--- src/rtl/seg7_pkg.sv ---
// Shared types and constants for the 4-digit 7-segment scanner.
// Segment patterns are active-low, with bits ordered {g,f,e,d,c,b,a}.
package seg7_pkg;

    typedef enum logic [1:0] {DIG0, DIG1, DIG2, DIG3} digit_e;

    localparam logic [6:0] SEG_BLANK = 7'h7F;

    localparam logic [6:0] SEG_TABLE [16] = '{
        7'b1000000, 7'b1111001, 7'b0100100, 7'b0110000,
        7'b0011001, 7'b0010010, 7'b0000010, 7'b1111000,
        7'b0000000, 7'b0010000, 7'b0001000, 7'b0000011,
        7'b1000110, 7'b0100001, 7'b0000110, 7'b0001110
    };

endpackage

--- src/rtl/hex_to_seg7.sv ---
// Combinational converter from a hex nibble to active-low segments {g,f,e,d,c,b,a}.
module hex_to_seg7
    import seg7_pkg::*;
(
    input  logic [3:0] i_nibble,
    output logic [6:0] o_seg
);

    assign o_seg = SEG_TABLE[i_nibble];

endmodule

--- src/rtl/seg7_scanner.sv ---
// Time-multiplexed scanner for a 4-digit common-anode display, with a shadow value captured once per frame.
// Defining SEG7_LEADING_ZERO_BLANK_EN turns on leading-zero blanking for digits 3..1.
module seg7_scanner
    import seg7_pkg::*;
#(
    parameter int DIGIT_PERIOD = 100000
) (
    input  logic        clk,
    input  logic        rst,
    input  logic [15:0] value_in,
    input  logic [3:0]  dp_in,
    input  logic        enable,
    output logic [3:0]  an,
    output logic [6:0]  seg,
    output logic        dp,
    output logic        frame_tick
);

    localparam int CW = (DIGIT_PERIOD > 2) ? $clog2(DIGIT_PERIOD) : 1;
    localparam logic [CW-1:0] CNT_LAST = CW'(DIGIT_PERIOD - 1);

    logic [CW-1:0] r_cnt;
    digit_e        r_digit;
    logic [15:0]   r_shadow;
    logic [3:0]    r_shadow_dp;
    logic [3:0]    r_an;
    logic [6:0]    r_seg;
    logic          r_dp;
    logic          r_frame_tick;

    logic          w_step;
    digit_e        w_next_digit;
    logic [15:0]   w_next_shadow;
    logic [3:0]    w_next_shadow_dp;
    logic          w_frame;
    logic [3:0]    w_nibble;
    logic [6:0]    w_seg_dec;
    logic          w_blank;
    logic [3:0]    w_an;

    assign w_step = enable && (r_cnt == CNT_LAST);

    always_ff @(posedge clk or posedge rst) begin
        if (rst) begin
            r_cnt <= '0;
        end else if (enable) begin
            r_cnt <= (r_cnt == CNT_LAST) ? '0 : r_cnt + CW'(1);
        end
    end

    always_ff @(posedge clk or posedge rst) begin
        if (rst) begin
            r_digit     <= DIG0;
            r_shadow    <= '0;
            r_shadow_dp <= '0;
        end else begin
            r_digit     <= w_next_digit;
            r_shadow    <= w_next_shadow;
            r_shadow_dp <= w_next_shadow_dp;
        end
    end

    // The shadow registers load only when DIG3 wraps back to DIG0, so a frame never mixes two values.
    always_comb begin
        w_next_digit     = r_digit;
        w_next_shadow    = r_shadow;
        w_next_shadow_dp = r_shadow_dp;
        w_frame          = 1'b0;
        if (w_step) begin
            case (r_digit)
                DIG0: w_next_digit = DIG1;
                DIG1: w_next_digit = DIG2;
                DIG2: w_next_digit = DIG3;
                DIG3: begin
                    w_next_digit     = DIG0;
                    w_next_shadow    = value_in;
                    w_next_shadow_dp = dp_in;
                    w_frame          = 1'b1;
                end
                default: w_next_digit = DIG0;
            endcase
        end
    end

    always_comb begin
        w_nibble = w_next_shadow[3:0];
        w_blank  = 1'b0;
        case (w_next_digit)
            DIG0: w_nibble = w_next_shadow[3:0];
            DIG1: w_nibble = w_next_shadow[7:4];
            DIG2: w_nibble = w_next_shadow[11:8];
            DIG3: w_nibble = w_next_shadow[15:12];
            default: w_nibble = w_next_shadow[3:0];
        endcase
`ifdef SEG7_LEADING_ZERO_BLANK_EN
        case (w_next_digit)
            DIG1: w_blank = (w_next_shadow[15:4] == 12'h000);
            DIG2: w_blank = (w_next_shadow[15:8] == 8'h00);
            DIG3: w_blank = (w_next_shadow[15:12] == 4'h0);
            default: w_blank = 1'b0;
        endcase
`else
        w_blank = 1'b0;
`endif
    end

    assign w_an = ~(4'b0001 << w_next_digit);

    hex_to_seg7 u_hex_to_seg7 (
        .i_nibble (w_nibble),
        .o_seg    (w_seg_dec)
    );

    always_ff @(posedge clk or posedge rst) begin
        if (rst) begin
            r_an         <= 4'b1111;
            r_seg        <= SEG_BLANK;
            r_dp         <= 1'b1;
            r_frame_tick <= 1'b0;
        end else begin
            r_frame_tick <= w_frame;
            if (enable) begin
                r_an  <= w_an;
                r_seg <= w_blank ? SEG_BLANK : w_seg_dec;
                r_dp  <= ~w_next_shadow_dp[w_next_digit];
            end else begin
                r_an  <= 4'b1111;
                r_seg <= SEG_BLANK;
                r_dp  <= 1'b1;
            end
        end
    end

    assign an         = r_an;
    assign seg        = r_seg;
    assign dp         = r_dp;
    assign frame_tick = r_frame_tick;

endmodule

--- config.mk ---
export PLATFORM = sky130hd
export DESIGN_NAME = seg7_scanner
export DESIGN_NICKNAME = d
export VERILOG_FILES = /design/src/rtl/seg7_pkg.sv /design/src/rtl/hex_to_seg7.sv /design/src/rtl/seg7_scanner.sv
export SDC_FILE = /design/constraint.sdc
export NUM_CORES = 1
export LEC_CHECK = 0
export BUFFER_PORTS_ARGS = -buffer_cell sky130_fd_sc_hd__buf_2
export CAP_MARGIN = 0
export CORE_ASPECT_RATIO = 0.5
export CORE_UTILIZATION = 57
export DETAILED_ROUTE_END_ITERATION = 7
export PLACE_DENSITY_LB_ADDON = 0.05
export SYNTH_ARGS = -nofsm -noshare
export SYNTH_HDL_FRONTEND = slang
export SYNTH_SLANG_ARGS = --single-unit
--- constraint.sdc ---
create_clock -name clk -period 3.95 [get_ports clk]
set_input_delay 0.395 -clock clk [delete_from_list [all_inputs] [get_ports clk]]
set_output_delay 0.395 -clock clk [all_outputs]
set_load 0.02 [all_outputs]
# [After elaboration in Yosys (flattened, before gate mapping)]
# Memories as Yosys holds them, arrays and structs flattened.
# Index checks and enable logic that the tools add are counted.
# W data, S select, Z words.
[totals] regBits=52 mem_bits_ro=112 in_bits=23 output_inout_bits=13 mem_count=1
[mem_list] memory="(no name shown)" depth=16 width=7 read_ports=1 rd_clocked_by_memory_dff=0 write_ports=0 line="hex_to_seg7.sv:9" source="assign o_seg = SEG_TABLE[i_nibble];"
[op_classes] n_addsub=1 n_lt_le_gt_ge=2 eq_ne=7 n_shift=1 muxes=17 bitwise=3 n_reduce_logical=3
[ops] cell="$mux W16" count=2
[ops] cell="$mux W7" count=3
[ops] cell="$add A17 B1 Y17 const B" count=1
[ops] cell="$eq A17 B17 Y1 const B" count=1
[ops] cell="$mux W17" count=1
[ops] cell="$pmux W4 S4" count=1
[ops] cell="$mux W4" count=3
[ops] cell="$eq A2 B2 Y1 const B" count=4
[ops] cell="$pmux W2 S4" count=1
[ops] cell="$ge A5 B5 Y1 const B" count=1
[ops] cell="$not A4 Y5" count=1
[ops] cell="$eq A2 B1 Y1 const B" count=2
[ops] cell="$logic_not A2 Y1" count=2
[ops] cell="$mux W1" count=4
[ops] cell="$not A4 Y4" count=1
[ops] cell="$shl A1 B2 Y4 const A" count=1
[ops] cell="$lt A2 B3 Y1 const B" count=1
[ops] cell="$bmux W1 S2" count=1
[ops] cell="$mux W2" count=1
[ops] cell="$logic_and A1 B1 Y1" count=1
[ops] cell="$not A1 Y1" count=1

# [Logic depth before layout (Yosys ltp)]
# Gate-level depths: netlist (run 1).
[logic_depth] word_depth=10 mapped_depth=13 ltp_nobuf=12

# [By module]
# From an unflattened synthesis (run 1), not the netlist that was laid out.
[unflattened] cells_unflattened=281 area_unflattened_um2=2810.2
[by_module_without_submodules] module="seg7_scanner" instances=1 cells_per_inst=249 area_each_um2=2534.9 seq_area_each_um2=1316.3
[by_module_without_submodules] module="hex_to_seg7" instances=1 cells_per_inst=32 area_each_um2=275.3 seq_area_each_um2=0.0

# [Least setup slack after synthesis (run 1)]
# Ideal clock, no wire load.
[synth_timing] path_kind="reg-to-reg" startpoint="register r_cnt[14]" endpoint="register r_seg[3], in the netlist seg[3]" arrival_time_ns=3.204 path_slack_ns=0.652 path_stages_with_launch=13 path_cell_list="dfrtp_1 nand4bb_2 or4_4 buf_6 nor2_8 mux2i_2 clkinv_4 mux2i_1 inv_1 ha_1 a21oi_1 a2111oi_4 a41oi_2"
[synth_via] elab_chain_len=10 elab_cells_between_ends=14 cone_classes="eq/ne: 4; mux: 6; bitwise: 1; reduce/logical: 2; memory: 1"
[synth_rtl] element="start: declaration" line="seg7_scanner.sv:22" source="logic [CW-1:0] r_cnt;"
[synth_rtl] element="start signal: assignment" line="seg7_scanner.sv:47" source="r_cnt <= (r_cnt == CNT_LAST) ? '0 : r_cnt + CW'(1);"
[synth_rtl] element="$eq A17 B17 Y1 (*)" line="seg7_scanner.sv:41" source="assign w_step = enable && (r_cnt == CNT_LAST);"
[synth_rtl] element="$logic_and A1 B1 Y1 (*)" line="seg7_scanner.sv:41"
[synth_rtl] element="$mux W2 (*)" line="seg7_scanner.sv:69" source="if (w_step) begin"
[synth_rtl] element="via w_next_digit[0]" line="seg7_scanner.sv:32" source="digit_e w_next_digit;"
[synth_rtl] element="$eq A2 B2 Y1, or another cell as far along" line="seg7_scanner.sv:88" source="case (w_next_digit)"
[synth_rtl] element="$pmux W4 S4 (*)" line="seg7_scanner.sv:88"
[synth_rtl] element="$not A4 Y5 (implied by the code) (*)" line="hex_to_seg7.sv:9"
[synth_rtl] element="$mem_v2 Z16 W7 (*)"
[synth_rtl] element="$mux W7 (implied by the code) (*) (2 in series)" line="hex_to_seg7.sv:9"
[synth_rtl] element="$mux W7 (*)" line="seg7_scanner.sv:122" source="if (enable) begin"
[synth_rtl] element="end signal: assignment" line="seg7_scanner.sv:124" source="r_seg <= w_blank ? SEG_BLANK : w_seg_dec;"
[synth_rtl] element="end: declaration" line="seg7_scanner.sv:27" source="logic [6:0] r_seg;"
# Mark *: on every way through the listed nets, which the timed path passes. The rest lies on a longest branch. The select of a mux whose other input is x is not followed.
# A chain may end at the register's enable or synchronous reset.

# [Final worst setup path (run 1)]
[layout_timing] startpoint="register r_cnt[1]" endpoint="register r_seg[3], in the netlist seg[3]"
# Same word-level chain as after synthesis.

==> results of run 1 <==
-- where the power goes --
part | internal [W] | leakage [nW] | switching (W)
Clock | 0.000207 | 0.0614 | 0.000173
Combinational | 0.0000532 | 0.695 | 0.0000621
Sequential | 0.000574 | 0.668 | 0.0000559
-- critical path, cell delays in order, from the launching register on --
cell       delay [ns]
dfrtp_1          0.41
ha_1             0.22
nand4_2          0.19
or4_4            0.51
nor2_8           0.18
mux2i_2          0.48
clkinv_4         0.21
mux2i_1          0.47
inv_1            0.19
ha_1             0.35
a21oi_1          0.07
a2111oi_4        0.35
a41oi_2          0.05
-- layer usage --
metal / wire, µm / up-vias / global-route usage / part of all wire
li1: - / 911 / - / -
met1: 2542 / 919 / 0.3199 / 0.49
met2: 2304 / 52 / 0.3736 / 0.45
met3: 288 / 6 / 0.05472 / 0.056
met4: 35 / 0 / 0.06373 / 0.0068
met5: 0 / - / 0 / 0
-- how the worst max path moves through the flow --
| stage | end | slack [ns] | cells after the start |
|---|---|---|---|
| finish | seg[3]$_DFF_PP1_ | 0.19 | 12 |
| global route | seg[3]$_DFF_PP1_ | 0.02 | 12 |
| CTS | seg[3]$_DFF_PP1_ | 0.24 | 12 |
| detailed placement | seg[3]$_DFF_PP1_ | 0.24 | 12 |
| global placement | seg[3]$_DFF_PP1_ | 0.49 | 12 |
| floorplan | seg[3]$_DFF_PP1_ | 0.65 | 12 |
-- flip-flops by register name (all words and copies together), names as in the netlist --
name         cells
r_cnt           17
r_shadow        16
seg              7
an               4
r_shadow_dp      4
r_digit          2
dp               1
frame_tick       1
-- cell usage in the layout (no fill, tap or decap), drive strengths merged, types with 3 or more instances in the layout --
cell | Yosys | routed
a21oi | 3 | 3
and3 | 3 | 3
buf | 6 | 36
clkbuf | 1 | 6
dfrtp | 40 | 40
dfstp | 12 | 12
ha | 10 | 10
inv | 9 | 9
mux2 | 14 | 14
mux2i | 10 | 10
nand2 | 28 | 28
nand3 | 10 | 10
nand4 | 13 | 13
nor2 | 19 | 19
o211ai | 8 | 8
o21ai | 8 | 8
o221ai | 3 | 3
xnor2 | 8 | 8
xor2 | 7 | 7
-- cells by family (layout without fill, tap and decap cells) --
group,Yosys count,after routing,share of synthesized area
multiplexers,24,24,0.1018
AO/OA/AOI/OAI,29,29,0.09078
adder cells (fa/ha/maj),10,10,0.04585
XOR/XNOR,15,15,0.04814
buffers and inverters,17,54,0.03851
AND/OR/NAND/NOR,88,88,0.1926
flip-flops,52,52,0.4823
-- through the flow --
| stage | instance area [µm²] | worst slack [ns] | util |
|---|---|---|---|
| after detailed placement | 2932 | 0.2364 | 0.6532 |
| after CTS | 3053 | 0.2375 | 0.6802 |
| final | 3053 | 0.1942 | 0.6802 |
| after floorplan | 2729 | 0.6515 | - |
| after global routing | 3053 | 0.02161 | 0.6802 |
| after global placement | 2932 | 0.4917 | 0.6532 |
-- final cells by class --
class,instances,area (µm²),area share
Multi-Input combinational cell,166,1308,0.4283
Tap cell,66,82.58,0.02705
Timing Repair Buffer,36,182.7,0.05984
Sequential cell,52,1316,0.4311
Clock buffer,6,82.58,0.02705
Clock inverter,2,38.79,0.01270
Inverter,10,42.54,0.01393
-- synthesized netlist by cell type, drive strengths merged --
| library cell | instances |
|---|---|
| inv | 9 |
| a221oi | 1 |
| o21ai | 8 |
| and3 | 3 |
| a41oi | 2 |
| dfrtp | 40 |
| ha | 10 |
| or4 | 2 |
| nor3 | 2 |
| or2 | 1 |
| o311a | 1 |
| nand3 | 10 |
| and4 | 1 |
| a31oi | 2 |
| nand4bb | 1 |
| xor2 | 7 |
| buf | 6 |
| nand2 | 28 |
| nand2b | 1 |
| xnor2 | 8 |
| mux2i | 10 |
| clkinv | 1 |
| and2 | 2 |
| dfstp | 12 |
| or3 | 2 |
| clkbuf | 1 |
| o211ai | 8 |
| a2111oi | 1 |
| nor2 | 19 |
| mux2 | 14 |
| nand4 | 13 |
| nor4 | 2 |
| a21oi | 3 |
| o221ai | 3 |
| nor4b | 1 |
==> results by group, run 1 <==
STA
  • Crit path time final: 3.756 ns
  • Max-slew headroom: 0.2956
  • Period utilization: 0.9508
  • Worst hold slack: around 0.32 ns
  • Fmax: between 0.2 and 0.3 GHz
  • RSZ-0062 raised after global routing: false
  • Post-route setup TNS: 0 ns
  • Final setup violation count: 0
  • Fin. max-slew vios: 0
  • Final Hold Vio Count: 0
  • Worst-Margin Slew: 1.055 ns
  • Worst Skew: between 0.01 and 0.015 ns

Placement
  • Port-buffer cells: 35
  • GPL Wtd Cong: 0.9015
  • Post-detail-place hpwl: 3.796 mm
  • Inst Count DP: 330

Floorplan
  • Die area: 0.005085 mm²
  • I/O Pins: 36
  • Rows: 17
  • Die X: 99.85 µm
  • Core Area: 0.004488 mm²
  • Die Y-Extent: 50.93 µm
  • Initial Util: 0.6080

Routing
  • Avg WL per Cell: 15.30 µm
  • WL final: 5.171 mm
  • Vias: 1,888
  • Initial drt markers: 94
  • Via density: 5.586
  • Drt drc: 0
  • Post-DRT Antenna Nets: 0
  • First-pass DRT Iterations: 4

Synth
  • Warnings from Yosys: 0
  • Post-synth top area cell: dfrtp_1
  • Post-Syn Area: 0.002729 mm²
  • Synth Register Bits: 52
  • Post-Syn Nets: approximately 270
  • Synth area leaders: dfrtp_1 37%, dfstp_2 12%, mux2_2 5.4%
  • Avg Inst Size Synth: 11.61 µm²
  • Sequential element share of the synthesized area: 0.4823
  • Synthesized instance count: 235
  • Synth cell types: 50
  • Yosys top cell area share: 0.3668

Global route
  • Antenna violations before repair: 0
  • Vias in the first global route: 1,913
  • Final global-route overflow total: 0
  • Largest net degree at the start of global routing: 53
  • Overall Global Routing Usage: 0.2325
  • Global-route wire length before repair: 8.997 mm

Run
  • Max Cap Viol: 0

Clock network
  • TritonCTS Sinks: 52
  • Clock root buffer: clkbuf_8
  • Skew-Pair Late Insertion Delay: ~0.30 ns
  • Post-CTS Setup Inserts: 0
  • Cts repair resizes: 0
  • Max Root-Sink Buffers: 2
  • Clock-pin slew on the worst setup and hold paths: 0.09 ns
  • TritonCTS buffer count: 5
  • Post-cts hold buffer count: 0
  • CTS tree: yes
  • CTS H-Tree Depth: 2

Layout
  • Finished Layout Cells: 338
  • Fillers: 343
  • Area growth from synthesis to layout: 11.88%
  • Final nets: between 300 and 400
  • Layout cells sized above 1: 0.3419
  • ANT cells: 0

Setup path
  • R2R Path Start: r_cnt[1]$_DFFE_PP0P_
  • Worst Setup End Kind: register
  • Setup crit start: r_cnt[1]$_DFFE_PP0P_
  • WP data arrival: between 3 and 4 ns
  • CP startpoint kind: register
  • Flop2flop setup slack: 0.19 ns
  • Required time worst endpoint: 4.17 ns
  • Crit Path Class: reg -> reg
  • Worst R2R End: seg[3]$_DFF_PP1_
  • CP max FO: 10
  • R2r worst-path depth: 12

Hold path
  • Min-delay src: dp_in[2]
  • Worst Hold Class: in -> reg
  • Hold path endpoint: r_shadow_dp[2]$_DFF_PP0_
  • Hold path cells: 3

Power
  • Cell Pwr Density: 368.4 mW/mm²
  • Leakage power: 1.424 nW
  • Worst VDD drop: 0.3153 mV
  • Total power: 0.001125 W

Outcome
  • Outcome: completed
Power figures use the tool's default switching activity.
==> run 2, diff against run 1 <==
CORE_MARGIN = 3   (was default)
==> results by group, run 2 (synthesis results as in run 1) <==
Clock network
  • TritonCTS buffer count: 5
  • Max Root-Sink Buffers: 2
  • CTS tree: yes
  • Clock-pin slew on the worst setup and hold paths: 0.11 ns
  • CTS H-Tree Depth: 2
  • Post-cts hold buffer count: 0
  • Clock root buffer: clkbuf_8
  • TritonCTS Sinks: 52
  • Skew-Pair Late Insertion Delay: 0.31 ns

Floorplan
  • Core Area: 0.004509 mm²
  • Die area: roughly 0.0057 mm²
  • I/O Pins: 36
  • Rows: 17
  • Die Y-Extent: about 55 µm
  • Initial Util: 0.6052
  • Die X: 103.9 µm

Setup path
  • CP startpoint kind: register
  • Worst Path Buf+Inv: 2
  • Levels on crit path: 12
  • R2r worst-path depth: 12
  • Worst Setup End Kind: register
  • CP Cell Sequence: ha_1 > nand4_2 > or4_4 > nor2_8 > mux2i_2 > clkinv_4 > mux2i_2 > inv_1 > ha_1 > a21oi_1 > a2111oi_4 > a41oi_2
  • Crit Path Class: reg -> reg
  • Flop2flop setup slack: around 0.34 ns
  • CP max FO: 10
  • Slowest cell delay on critical path: just over 0.5 ns
  • R2R Path Start: r_cnt[0]$_DFFE_PP0P_
  • Required time worst endpoint: 4.17 ns
  • Setup crit start: r_cnt[0]$_DFFE_PP0P_
  • Worst R2R End: seg[3]$_DFF_PP1_
  • WP data arrival: 3.83 ns
  • Delay-heaviest family, CP: simple AND/OR/NAND/NOR gates
  • Slowest-stage cell, CP: or4_4

STA
  • Post-route setup TNS: 0 ns
  • Worst Skew: ~0.017 ns
  • Worst-Margin Slew: 1.047 ns
  • Final setup violation count: 0
  • Fmax: 0.2771 GHz
  • Crit path time final: 3.609 ns
  • RSZ-0062 raised after global routing: false
  • Period utilization: 0.9136
  • Max-slew headroom: 0.3011
  • Fin. max-slew vios: 0
  • Final Hold Vio Count: 0

Routing
  • Initial drt markers: 50
  • First-pass DRT Iterations: 4
  • WL final: 5.062 mm
  • Avg WL per Cell: 14.98 µm
  • Drt drc: 0
  • Post-DRT Antenna Nets: 0
  • Via density: about 5.4
  • Vias: roughly 1,800

Power
  • Leakage power: 1.410 nW
  • Worst VDD drop: 0.2815 mV
  • Cell Pwr Density: 350.0 mW/mm²

Hold path
  • Worst Hold Class: in -> reg
  • Min-delay src: dp_in[2]
  • Hold path cells: 3
  • Hold path endpoint: r_shadow_dp[2]$_DFF_PP0_

Layout
  • Area growth from synthesis to layout: 11.00%
  • Biggest register: r_cnt
  • Layout cells sized above 1: 0.3456
  • Final core occ: 0.6718
  • ANT cells: 0
  • Most common cell after layout, fill and taps aside: dfrtp_1
  • Fillers: 374
  • Register area: 0.001316 mm²
  • Max reg flops: 17
  • Final nets: between 300 and 400
  • Most frequent cells in the layout: 40 x dfrtp_1, 35 x buf_2, 27 x nand2_1, 17 x nor2_1, 13 x mux2_2
  • Area of the multi-input gates: 0.001311 mm²

Global route
  • Overall Global Routing Usage: 0.1888
  • Vias in the first global route: 1,788
  • Largest net degree at the start of global routing: 53
  • Final global-route overflow total: 0
  • Global-route wire length before repair: 8.418 mm
  • Antenna violations before repair: 0

Placement
  • Port-buffer cells: 35
  • Post-detail-place hpwl: 3.725 mm
  • GPL Wtd Cong: 0.8834

Outcome
  • Outcome: completed

Run
  • Max Cap Viol: 0
## run 2: cell count changes in the layout (fill, tap and decap cells not counted), sizes merged
cell      delta
bufinv       -1
inv          +2
clkinv       -1
clkbuf       -1
clkinvlp     +1
## run 2: metrics by stage
| step | power, W | hold WS [ns] | instances | setup WS (ns) | area (µm²) |
|---|---|---|---|---|---|
| finish | 0.001060 | 0.3035 | 338 | 0.3414 | 3029 |
| global route | 0.001117 | 0.3097 | 338 | 0.04542 | 3029 |
| CTS | 0.001074 | 0.2935 | 338 | 0.2153 | 3025 |
| detailed placement | 0.0007540 | 0.4562 | 330 | 0.2416 | 2932 |
| global placement | 0.0007442 | 0.4574 | 330 | 0.4707 | 2932 |
| floorplan | 0.0007110 | 0.4347 | 235 | 0.6515 | 2729 |
## run 2: timing repair
item | CTS | global route
endpoints found under the setup margin | 0 | 2
resized for setup | 0 | 1
buffers inserted | 0 | 0
## run 2: report_power, final
part | total (W) | internal [W] | leakage [nW] | switching [W]
combinational | 0.000114 | 0.0000529 | 0.697 | 0.0000607
clock | 0.000316 | 0.000129 | 0.0452 | 0.000187
sequential | 0.000630 | 0.000574 | 0.668 | 0.0000567
## run 2: worst max-delay path by stage
stage | endpoint | slack (ns)
after floorplan | seg[3]$_DFF_PP1_ | 0.65
after global placement | seg[3]$_DFF_PP1_ | 0.47
after detailed placement | seg[3]$_DFF_PP1_ | 0.24
after CTS | seg[3]$_DFF_PP1_ | 0.22
after global routing | seg[3]$_DFF_PP1_ | 0.05
final | seg[3]$_DFF_PP1_ | 0.34
## run 2: layout make-up
type                            count  share of cell area
Tap cell                           66             0.02726
Clock inverter                      3            0.008261
Inverter                           10             0.01404
Sequential cell                    52              0.4345
Timing Repair Buffer               36             0.06031
Multi-Input combinational cell    166              0.4329
Clock buffer                        5             0.02272
## run 2: tightest hold or removal path, cell delays in order
cell     delay (ns)
buf_2          0.07
nand2_1        0.04
nand2_1        0.07
## run 2: metal layers
metal  vias to the layer above  share of wire  GRT usage
li1                        906              -          -
met1                       903           0.50     0.2550
met2                        27           0.46     0.3151
met3                         5          0.039    0.04983
met4                         0         0.0040    0.04415
met5                         -              0          0
==> run 3, diff against run 2 <==
PLACE_DENSITY = 0.79   (was default)
PLACE_DENSITY_LB_ADDON = default   (was 0.05)
==> results by group, run 3 (synthesis results as in run 1) <==
Global route
  • Overall Global Routing Usage: 0.2034
  • Antenna violations before repair: 0
  • Global-route wire length before repair: roughly 9.0 mm
  • Vias in the first global route: 1,855
  • Final global-route overflow total: 0
  • Largest net degree at the start of global routing: 53

Routing
  • Initial drt markers: 63
  • Drt drc: 0
  • Vias: between 1,500 and 2,000
  • WL final: 5.365 mm
  • Avg WL per Cell: 15.87 µm
  • Post-DRT Antenna Nets: 0
  • Via density: approximately 5.6
  • First-pass DRT Iterations: 4

Layout
  • Most common cell after layout, fill and taps aside: dfrtp_1
  • Area growth from synthesis to layout: 10.91%
  • Fillers: 336
  • Final core occ: 0.6712
  • Layout cells sized above 1: 0.3456
  • Most frequent cells in the layout: 40 x dfrtp_1, 35 x buf_2, 27 x nand2_1, 17 x nor2_1, 13 x mux2_2
  • Final instance area: just over 0.003 mm²
  • Biggest register: r_cnt
  • Final nets: 304
  • ANT cells: 0
  • Max reg flops: 17

Setup path
  • R2r worst-path depth: 12
  • CP Cell Sequence: ha_1 > nand4_2 > or4_4 > nor2_8 > mux2i_2 > clkinv_4 > mux2i_2 > ha_1 > nand2b_1 > a221oi_1 > a41oi_1 > o311a_1
  • R2R Path Start: r_cnt[0]$_DFFE_PP0P_
  • Worst R2R End: seg[0]$_DFF_PP1_
  • Critical path destination: seg[0]$_DFF_PP1_
  • Crit Path Class: reg -> reg
  • Worst Path Buf+Inv: 1
  • Flop2flop setup slack: 0.30 ns
  • Slowest-stage cell, CP: or4_4
  • Setup crit start: r_cnt[0]$_DFFE_PP0P_
  • WP data arrival: just under 4 ns
  • CP max FO: 10
  • Worst Setup End Kind: register
  • Required time worst endpoint: 4.20 ns
  • Slowest cell delay on critical path: 0.50 ns
  • Levels on crit path: 12
  • CP startpoint kind: register
  • Delay-heaviest family, CP: simple AND/OR/NAND/NOR gates

Power
  • Clock power share: 0.296
  • Sequential share of power: 0.597
  • Sw frac: 0.2847
  • Switching Power: 0.0003000 W
  • Cell Pwr Density: 348.2 mW/mm²
  • Comb power frac: 0.107
  • Int Power: between 0.0007 and 0.0008 W
  • Total power: ~0.0011 W
  • Worst VDD drop: 0.1908 mV
  • Leakage power: 1.413 nW

Floorplan
  • Rows: 17
  • Die area: 0.005704 mm²
  • Die X: 103.9 µm
  • Die Y-Extent: 54.93 µm
  • Initial Util: 0.6052
  • I/O Pins: 36
  • Core Area: about 0.0045 mm²

Clock network
  • Post-CTS Setup Inserts: 0
  • Clock-pin slew on the worst setup and hold paths: 0.10 ns
  • Post-cts hold buffer count: 0
  • TritonCTS buffer count: 5
  • Cts repair resizes: 0
  • CTS H-Tree Depth: 2
  • Max Root-Sink Buffers: 2
  • CTS tree: yes
  • Skew-Pair Late Insertion Delay: 0.31 ns
  • Clock root buffer: clkbuf_8
  • TritonCTS Sinks: 52

STA
  • Fin. max-slew vios: 0
  • Fmax: 0.2740 GHz
  • Final setup violation count: 0
  • Worst Skew: 0.009973 ns
  • Final Worst Setup Slack: 0.3006 ns
  • Post-route setup TNS: 0 ns
  • Crit path time final: 3.649 ns
  • Final Hold Vio Count: 0
  • Max-slew headroom: 0.3056
  • Worst-Margin Slew: roughly 1.0 ns
  • Period utilization: 0.9239
  • RSZ-0062 raised after global routing: false

Run
  • Max Cap Viol: 0

Placement
  • Port-buffer cells: 35
  • Pre-CTS setup slack: 0.2509 ns
  • GPL Wtd Cong: 0.8822
  • Post-detail-place hpwl: around 3.9 mm
  • Placed standard-cell area: slightly below 0.003 mm²

Outcome
  • Outcome: completed

Hold path
  • Worst Hold Class: in -> reg
run 3: worst min-delay path by stage:
stage / start / to / cells after the start
after floorplan: r_shadow_dp[0]$_DFF_PP0_ / r_shadow_dp[0]$_DFF_PP0_ / 2
after global placement: r_shadow_dp[0]$_DFF_PP0_ / r_shadow_dp[0]$_DFF_PP0_ / 2
after detailed placement: r_shadow_dp[0]$_DFF_PP0_ / r_shadow_dp[0]$_DFF_PP0_ / 2
after CTS: dp_in[2] / r_shadow_dp[2]$_DFF_PP0_ / 3
after global routing: dp_in[2] / r_shadow_dp[2]$_DFF_PP0_ / 3
final: dp_in[2] / r_shadow_dp[2]$_DFF_PP0_ / 3
run 3: power groups by stage:
stage,Combinational [W],Sequential [W],Clock [W]
4_1_cts,0.000115,0.000628,0.000323
3_5_place_dp,0.000114,0.000638,0
3_3_place_gp,0.000109,0.000636,0
6_report,0.000112,0.000630,0.000312
2_1_floorplan,0.0000788,0.000632,0
5_1_grt,0.000130,0.000635,0.000341
run 3: routing by layer:
| layer | global-route usage | wire length [µm] | up-vias |
|---|---|---|---|
| li1 | - | - | 909 |
| met4 | 0.07064 | 95 | 0 |
| met5 | 0 | 0 | - |
| met2 | 0.3484 | 2547 | 49 |
| met1 | 0.2646 | 2488 | 921 |
| met3 | 0.04751 | 233 | 12 |
run 3: layout make-up:
class,instances,area [µm²],area share
well taps,66,82.58,0.02728
multi-input cells,166,1311,0.4332
repair buffers,36,182.7,0.06036
flip-flops and latches,52,1316,0.4349
clock inverters,3,22.52,0.007441
clock buffers,5,68.82,0.02274
inverters,10,42.54,0.01406
run 3: worst min-delay path: cells and delay by family:
family	cells	cell delay, ns
AND/OR/NAND/NOR	2	0.12
buffers and inverters	1	0.08
run 3: through the flow:
stage	cells	hold WS [ns]
after floorplan	235	0.4347
after global placement	330	0.4515
after detailed placement	330	0.4568
after CTS	338	0.3081
after global routing	338	0.3185
final	338	0.3167
